## config.mk

```make
export PLATFORM = sky130hd
export DESIGN_NAME = l1c_axi_master
export DESIGN_NICKNAME = d
export VERILOG_FILES = /design/src/rtl/l1c_axi_master.sv
export SDC_FILE = /design/constraint.sdc
export NUM_CORES = 1
export LEC_CHECK = 0
export ABC_AREA = 1
export BUFFER_PORTS_ARGS = -buffer_cell sky130_fd_sc_hd__buf_2
export CAP_MARGIN = 20
export CORE_ASPECT_RATIO = 0.9
export CORE_UTILIZATION = 27
export CTS_CLUSTER_DIAMETER = 80
export DETAILED_ROUTE_END_ITERATION = 6
export SLEW_MARGIN = 25
export SYNTH_ARGS = -nofsm -noshare
export SYNTH_HDL_FRONTEND = slang
export SYNTH_SLANG_ARGS = --single-unit
```

## constraint.sdc

```tcl
create_clock -name clk -period 3.5 [get_ports clk]
set_input_delay 0 -clock clk [delete_from_list [all_inputs] [get_ports clk]]
set_output_delay 0 -clock clk [all_outputs]
set_load 0.03 [all_outputs]
```

## src/rtl/l1c_axi_master.sv

```systemverilog
// L1 cache to AXI4 master bridge: 4-word line fills and single-beat strobed writes.
// Define L1C_AXI_BURST_EN for one ARLEN=3 burst per fill; otherwise four single-beat reads.
module l1c_axi_master #(
  parameter logic [3:0] MASTER_ID = 4'h0
) (
  input  logic        clk,
  input  logic        rst,
  input  logic        c_req,
  input  logic [31:0] c_addr,
  input  logic        c_write,
  input  logic [31:0] c_in,
  input  logic [2:0]  c_type,
  output logic [31:0] c_out,
  output logic        c_wait,
  output logic        bus_err,
  output logic [3:0]  ARID,
  output logic [31:0] ARADDR,
  output logic [3:0]  ARLEN,
  output logic [2:0]  ARSIZE,
  output logic [1:0]  ARBURST,
  output logic        ARVALID,
  input  logic        ARREADY,
  input  logic [3:0]  RID,
  input  logic [31:0] RDATA,
  input  logic [1:0]  RRESP,
  input  logic        RLAST,
  input  logic        RVALID,
  output logic        RREADY,
  output logic [3:0]  AWID,
  output logic [31:0] AWADDR,
  output logic [3:0]  AWLEN,
  output logic [2:0]  AWSIZE,
  output logic [1:0]  AWBURST,
  output logic        AWVALID,
  input  logic        AWREADY,
  output logic [31:0] WDATA,
  output logic [3:0]  WSTRB,
  output logic        WLAST,
  output logic        WVALID,
  input  logic        WREADY,
  input  logic [3:0]  BID,
  input  logic [1:0]  BRESP,
  input  logic        BVALID,
  output logic        BREADY
);

  localparam logic [2:0] CACHE_BYTE    = 3'd0;
  localparam logic [2:0] CACHE_HWORD   = 3'd1;
  localparam logic [2:0] CACHE_BYTE_U  = 3'd3;
  localparam logic [2:0] CACHE_HWORD_U = 3'd4;

  typedef enum logic [2:0] {S_IDLE, S_RADDR, S_RDATA, S_WADDR, S_WRESP} state_t;

  state_t      r_state;
  state_t      w_next;
  logic [31:0] r_addr;
  logic [31:0] r_wdata;
  logic [3:0]  r_wstrb;
  logic [2:0]  r_beat;
  logic        r_aw_done;
  logic        r_w_done;
  logic [31:0] r_c_out;
  logic        r_c_wait;
  logic        r_bus_err;
  logic        w_accept;
  logic        w_r_hs;
  logic        w_b_hs;
  logic [3:0]  w_strb;
  logic [31:0] w_wdata;
  logic        w_unused;

  // Block acceptance during an ack cycle so a still-held c_req is not re-taken.
  assign w_accept = (r_state == S_IDLE) && c_req && r_c_wait;
  assign w_r_hs   = RVALID && RREADY;
  assign w_b_hs   = BVALID && BREADY;
  assign w_unused = ^{RID, BID, RLAST};

  always_comb begin
    w_strb = 4'hF;
    case (c_type)
      CACHE_BYTE, CACHE_BYTE_U:   w_strb = 4'b0001 << c_addr[1:0];
      CACHE_HWORD, CACHE_HWORD_U: w_strb = 4'b0011 << {c_addr[1], 1'b0};
      default:                    w_strb = 4'hF;
    endcase
  end

  assign w_wdata = c_in << {c_addr[1:0], 3'b000};

  always_comb begin
    w_next  = r_state;
    ARVALID = 1'b0;
    RREADY  = 1'b0;
    AWVALID = 1'b0;
    WVALID  = 1'b0;
    BREADY  = 1'b0;
    case (r_state)
      S_IDLE: begin
        if (w_accept) w_next = c_write ? S_WADDR : S_RADDR;
      end
      S_RADDR: begin
        ARVALID = 1'b1;
        if (ARREADY) w_next = S_RDATA;
      end
      S_RDATA: begin
        RREADY = 1'b1;
        if (RVALID) begin
          if (r_beat == 3'd3) w_next = S_IDLE;
`ifndef L1C_AXI_BURST_EN
          else w_next = S_RADDR;
`endif
        end
      end
      S_WADDR: begin
        AWVALID = !r_aw_done;
        WVALID  = !r_w_done;
        if ((r_aw_done || AWREADY) && (r_w_done || WREADY)) w_next = S_WRESP;
      end
      S_WRESP: begin
        BREADY = 1'b1;
        if (BVALID) w_next = S_IDLE;
      end
      default: w_next = S_IDLE;
    endcase
  end

  always_ff @(posedge clk or posedge rst) begin
    if (rst) begin
      r_state   <= S_IDLE;
      r_addr    <= 32'h0;
      r_wdata   <= 32'h0;
      r_wstrb   <= 4'h0;
      r_beat    <= 3'd0;
      r_aw_done <= 1'b0;
      r_w_done  <= 1'b0;
      r_c_out   <= 32'h0;
      r_c_wait  <= 1'b1;
      r_bus_err <= 1'b0;
    end else begin
      r_state   <= w_next;
      r_c_wait  <= 1'b1;
      r_bus_err <= 1'b0;
      if (w_accept) begin
        r_addr    <= c_addr;
        r_wdata   <= w_wdata;
        r_wstrb   <= w_strb;
        r_beat    <= 3'd0;
        r_aw_done <= 1'b0;
        r_w_done  <= 1'b0;
      end
      if (w_r_hs) begin
        r_c_out   <= RDATA;
        r_beat    <= r_beat + 3'd1;
        r_c_wait  <= 1'b0;
        r_bus_err <= (RRESP != 2'b00);
      end
      if (AWVALID && AWREADY) r_aw_done <= 1'b1;
      if (WVALID && WREADY) r_w_done <= 1'b1;
      if (w_b_hs) begin
        r_c_wait  <= 1'b0;
        r_bus_err <= (BRESP != 2'b00);
      end
    end
  end

`ifdef L1C_AXI_BURST_EN
  assign ARADDR = {r_addr[31:4], 4'h0};
  assign ARLEN  = 4'd3;
`else
  assign ARADDR = {r_addr[31:4], r_beat[1:0], 2'b00};
  assign ARLEN  = 4'd0;
`endif

  assign ARID    = MASTER_ID;
  assign ARSIZE  = 3'b010;
  assign ARBURST = 2'b01;
  assign AWID    = MASTER_ID;
  assign AWADDR  = r_addr;
  assign AWLEN   = 4'd0;
  assign AWSIZE  = 3'b010;
  assign AWBURST = 2'b01;
  assign WDATA   = r_wdata;
  assign WSTRB   = r_wstrb;
  assign WLAST   = 1'b1;
  assign c_out   = r_c_out;
  assign c_wait  = r_c_wait;
  assign bus_err = r_bus_err;

endmodule

```

==> flow_metrics.py <==
metrics = {
    "outcome": {
        "status": "complete, no violations",
    },
    "clocking": {
        "cts.sinks": 110,
        "cts_buffers": 9,
        "cts_tree": "done",
        "cts_max_path_buffers": 2,
        "cts_resized": 0,
        "clk_latency_ns": 0.34,
        "htreeDepth": 3,
        "cts_root_buf": "clkbuf_16",
        "cts_setup_buffers": 0,
        "path_clk_slew_ns": 0.07,
    },
    "place": {
        "dp.cells": 1107,
        "gp_congestion": 0.785,
        "place_hpwl_mm": 11.0,
        "dp_slack_ns": 1.45,
        "portBuffers": 248,
    },
    "sta": {
        "hold_viol": 0,
        "maxSlewHeadroom": 0.495,
        "drv_slew": 0,
        "setup_viol": 0,
        "fmax_mhz": 346,
        "hold_slack_ns": 0.0224,
        "fin_ws_ns": 0.608,
        "period_share": 0.826,
        "tns_ns": 0,
        "rsz0062_at_grt": "no",
        "final.min_clock_period_ns": 2.89,
        "worst_slew_pin_slew_ns": 0.757,
        "fin_skew_ns": 0.00730,
    },
    "logic_synthesis": {
        "syn_area_sq_um": 5340,
        "ys_ff_latch": 110,
        "ys_types": 31,
        "synth_top_cell_area_share": 0.510,
        "ys_seq_area_frac": 0.515,
        "avgSynthCellArea_sq_um": 8.06,
        "synth_area_leaders": "dfrtp_1 51%, nand2_1 23%, buf_4 9.4%, o21ai_0 2.9%, inv_1 1.9%",
        "synth_top_area_cell": "dfrtp_1",
        "syn_inst": 663,
        "yosysWarnings": 0,
    },
    "drt": {
        "drtPass1Iterations": 5,
        "vias": 5194,
        "ant_nets": 0,
        "drt-initial-drc-count": 267,
        "route.detailed.drc": 0,
        "detail_route.wl_per_cell_um": 13.2,
        "wl_mm": 16.2,
        "routed_via_density": 4.25,
    },
    "final_layout": {
        "fill_cells": 1959,
        "final_cells": 1222,
        "fin_nets": 1089,
        "area_growth_pct": 44.2,
        "regArea_sq_um": 2750,
        "multi_input_area_sq_um": 1950,
        "drive_gt1_frac": 0.296,
        "postLayoutCoreUtil": 0.400,
    },
    "floorplanning": {
        "rows": 48,
        "ios": 287,
        "dieArea_sq_um": 20400,
        "start_util": 0.277,
        "die_w_um": 150,
        "die_h_um": 135,
        "core_region_area_sq_um": 19300,
    },
    "global_routing": {
        "antenna_found_initial": 1,
        "grt_pass1_vias": 4715,
        "grt_max_degree": 63,
        "grt_pass1_wl_mm": 24.4,
        "grt.overflow.total": 0,
        "grt_use_total": 0.155,
    },
    "setup_path": {
        "cp.depth": 10,
        "required_ns": 3.78,
        "arrival_ns": 3.17,
        "worst_setup_path_end_kind": "flop",
        "critPathMaxFanout": 37,
        "path_buf_inv": 5,
        "path_delay_family": "buffers and inverters",
        "r2r_cells": 10,
        "crit_type": "flop to flop",
        "slowest_stage": "dlygate4sd3_1",
        "max_stage_delay_ns": 0.58,
        "path_cells": "inv_2 > nor2_2 > nand2_1 > inv_2 > nand2_4 > inv_4 > o21ai_0 > dlygate4sd3_1 > o21ai_0 > dlygate4sd3_1",
        "worst_setup_path_start_kind": "flop",
    },
    "pwr": {
        "power_switching_share": 0.504,
        "ir_drop_mv": 0.334,
        "switchingPower_uw": 3440,
        "clkPwrFrac": 0.148,
        "p_seq_frac": 0.322,
        "p_int_uw": 3390,
        "power_leakage_uw": 0.00437,
        "combPwrFrac": 0.530,
        "power_density_nw_per_um2": 887,
    },
    "worst_hold_path": {
        "hold_path.class": "input port to flop",
        "whs_path_depth": 5,
    },
    "flow_run": {
        "cap_violations": 0,
    },
}
==> flip-flops by register name (all words and copies together) (netlist names) <==
register and count:
r_beat 3, c_out 32, AWADDR 32, c_wait 1, WSTRB 4, WDATA 32, bus_err 1, r_aw_done 1
r_w_done 1, r_state 3
==> what timing repair did <==
action	CTS	global route
hold buffers	98	0
hold endpoints to repair	142	0
endpoints found under the setup margin	0	0
==> final cells by class <==
type,instances,area share
Sequential cell,110,0.357
Tap cell,250,0.0406
Antenna cell,1,0.000325
Clock buffer,14,0.0356
Clock inverter,2,0.00195
Multi-Input combinational cell,460,0.253
Inverter,35,0.0177
Timing Repair Buffer,350,0.294
==> tightest hold or removal path, stage by stage <==
cell     delay (ns)
buf_2          0.10
inv_1          0.05
a21oi_1        0.06
nand3_1        0.07
nand2_1        0.05
==> through the flow <==
step           total power (uW)  instance area [sq um]
6_report                   6830                   7700
5_1_grt                    7310                   7700
4_1_cts                    6910                   7700
3_5_place_dp               5760                   6430
3_3_place_gp               5720                   6430
2_1_floorplan              4940                   5450
==> cells by family (layout without fill, tap and decap cells) <==
kind of cell / after synthesis / after routing / synth area share
simple gates: 377 / 377 / 0.280
other cells: 2 / 30 / 0.00141
fa+ha+maj: 2 / 2 / 0.00468
compound gates: 52 / 52 / 0.0569
flops: 110 / 110 / 0.515
buf+inv: 120 / 401 / 0.141
==> cell usage after synthesis (all sizes together) <==
cell type  count
or2            3
o22ai          1
nor3           2
inv           35
nand4          3
o21ai         31
nand2        336
clkbuf         3
o31ai          8
nor2          17
dfstp          1
buf           82
conb           2
ha             2
nand3b         1
a211oi         1
and2           1
a22oi          8
nand3         14
a21oi          3
dfrtp        109
==> per-layer routing <==
layer	GRT usage	part of all wire	wire, um
met5	0	0	0
met4	0.0511	0.021	339
met3	0.0350	0.049	791
met2	0.260	0.47	7660
met1	0.198	0.46	7380
==> power groups by stage <==
stage                     Sequential, uW  Combinational [uW]  Clock [uW]
after floorplan                     3220                1720           0
after global placement              2200                3530           0
after detailed placement            2210                3560           0
after CTS                           2190                3660        1060
after global routing                2270                3940        1100
final                               2200                3630        1010
==> cell usage in the layout, fill, tap and decap left out, drive strengths merged <==
cell type    Yosys  final
nand2          336    336
buf             82    252
dfrtp          109    109
dlygate4sd3      0     98
inv             35     35
o21ai           31     31
conb             2     29
nor2            17     17
nand3           14     14
clkbuf           3     14
o31ai            8      8
a22oi            8      8
a21oi            3      3
or2              3      3
nand4            3      3
ha               2      2
clkinvlp         0      2
nor3             2      2
diode            0      1
nand3b           1      1
a211oi           1      1
and2             1      1
o22ai            1      1
dfstp            1      1
==> final timing paths <==
path,start,slack [ns],endpoint
setup / recovery,r_state[1],0.61,bus_err
hold / removal,c_write,0.02,r_state[1]
setup reg to reg,r_state[1],0.61,bus_err
hold reg to reg,c_out[15],0.47,c_out[15]
max in group asynchronous,rst,2.38,WDATA[11]
min in group asynchronous,rst,0.32,c_out[27]
Note: power is estimated with default switching activity, not from simulation.
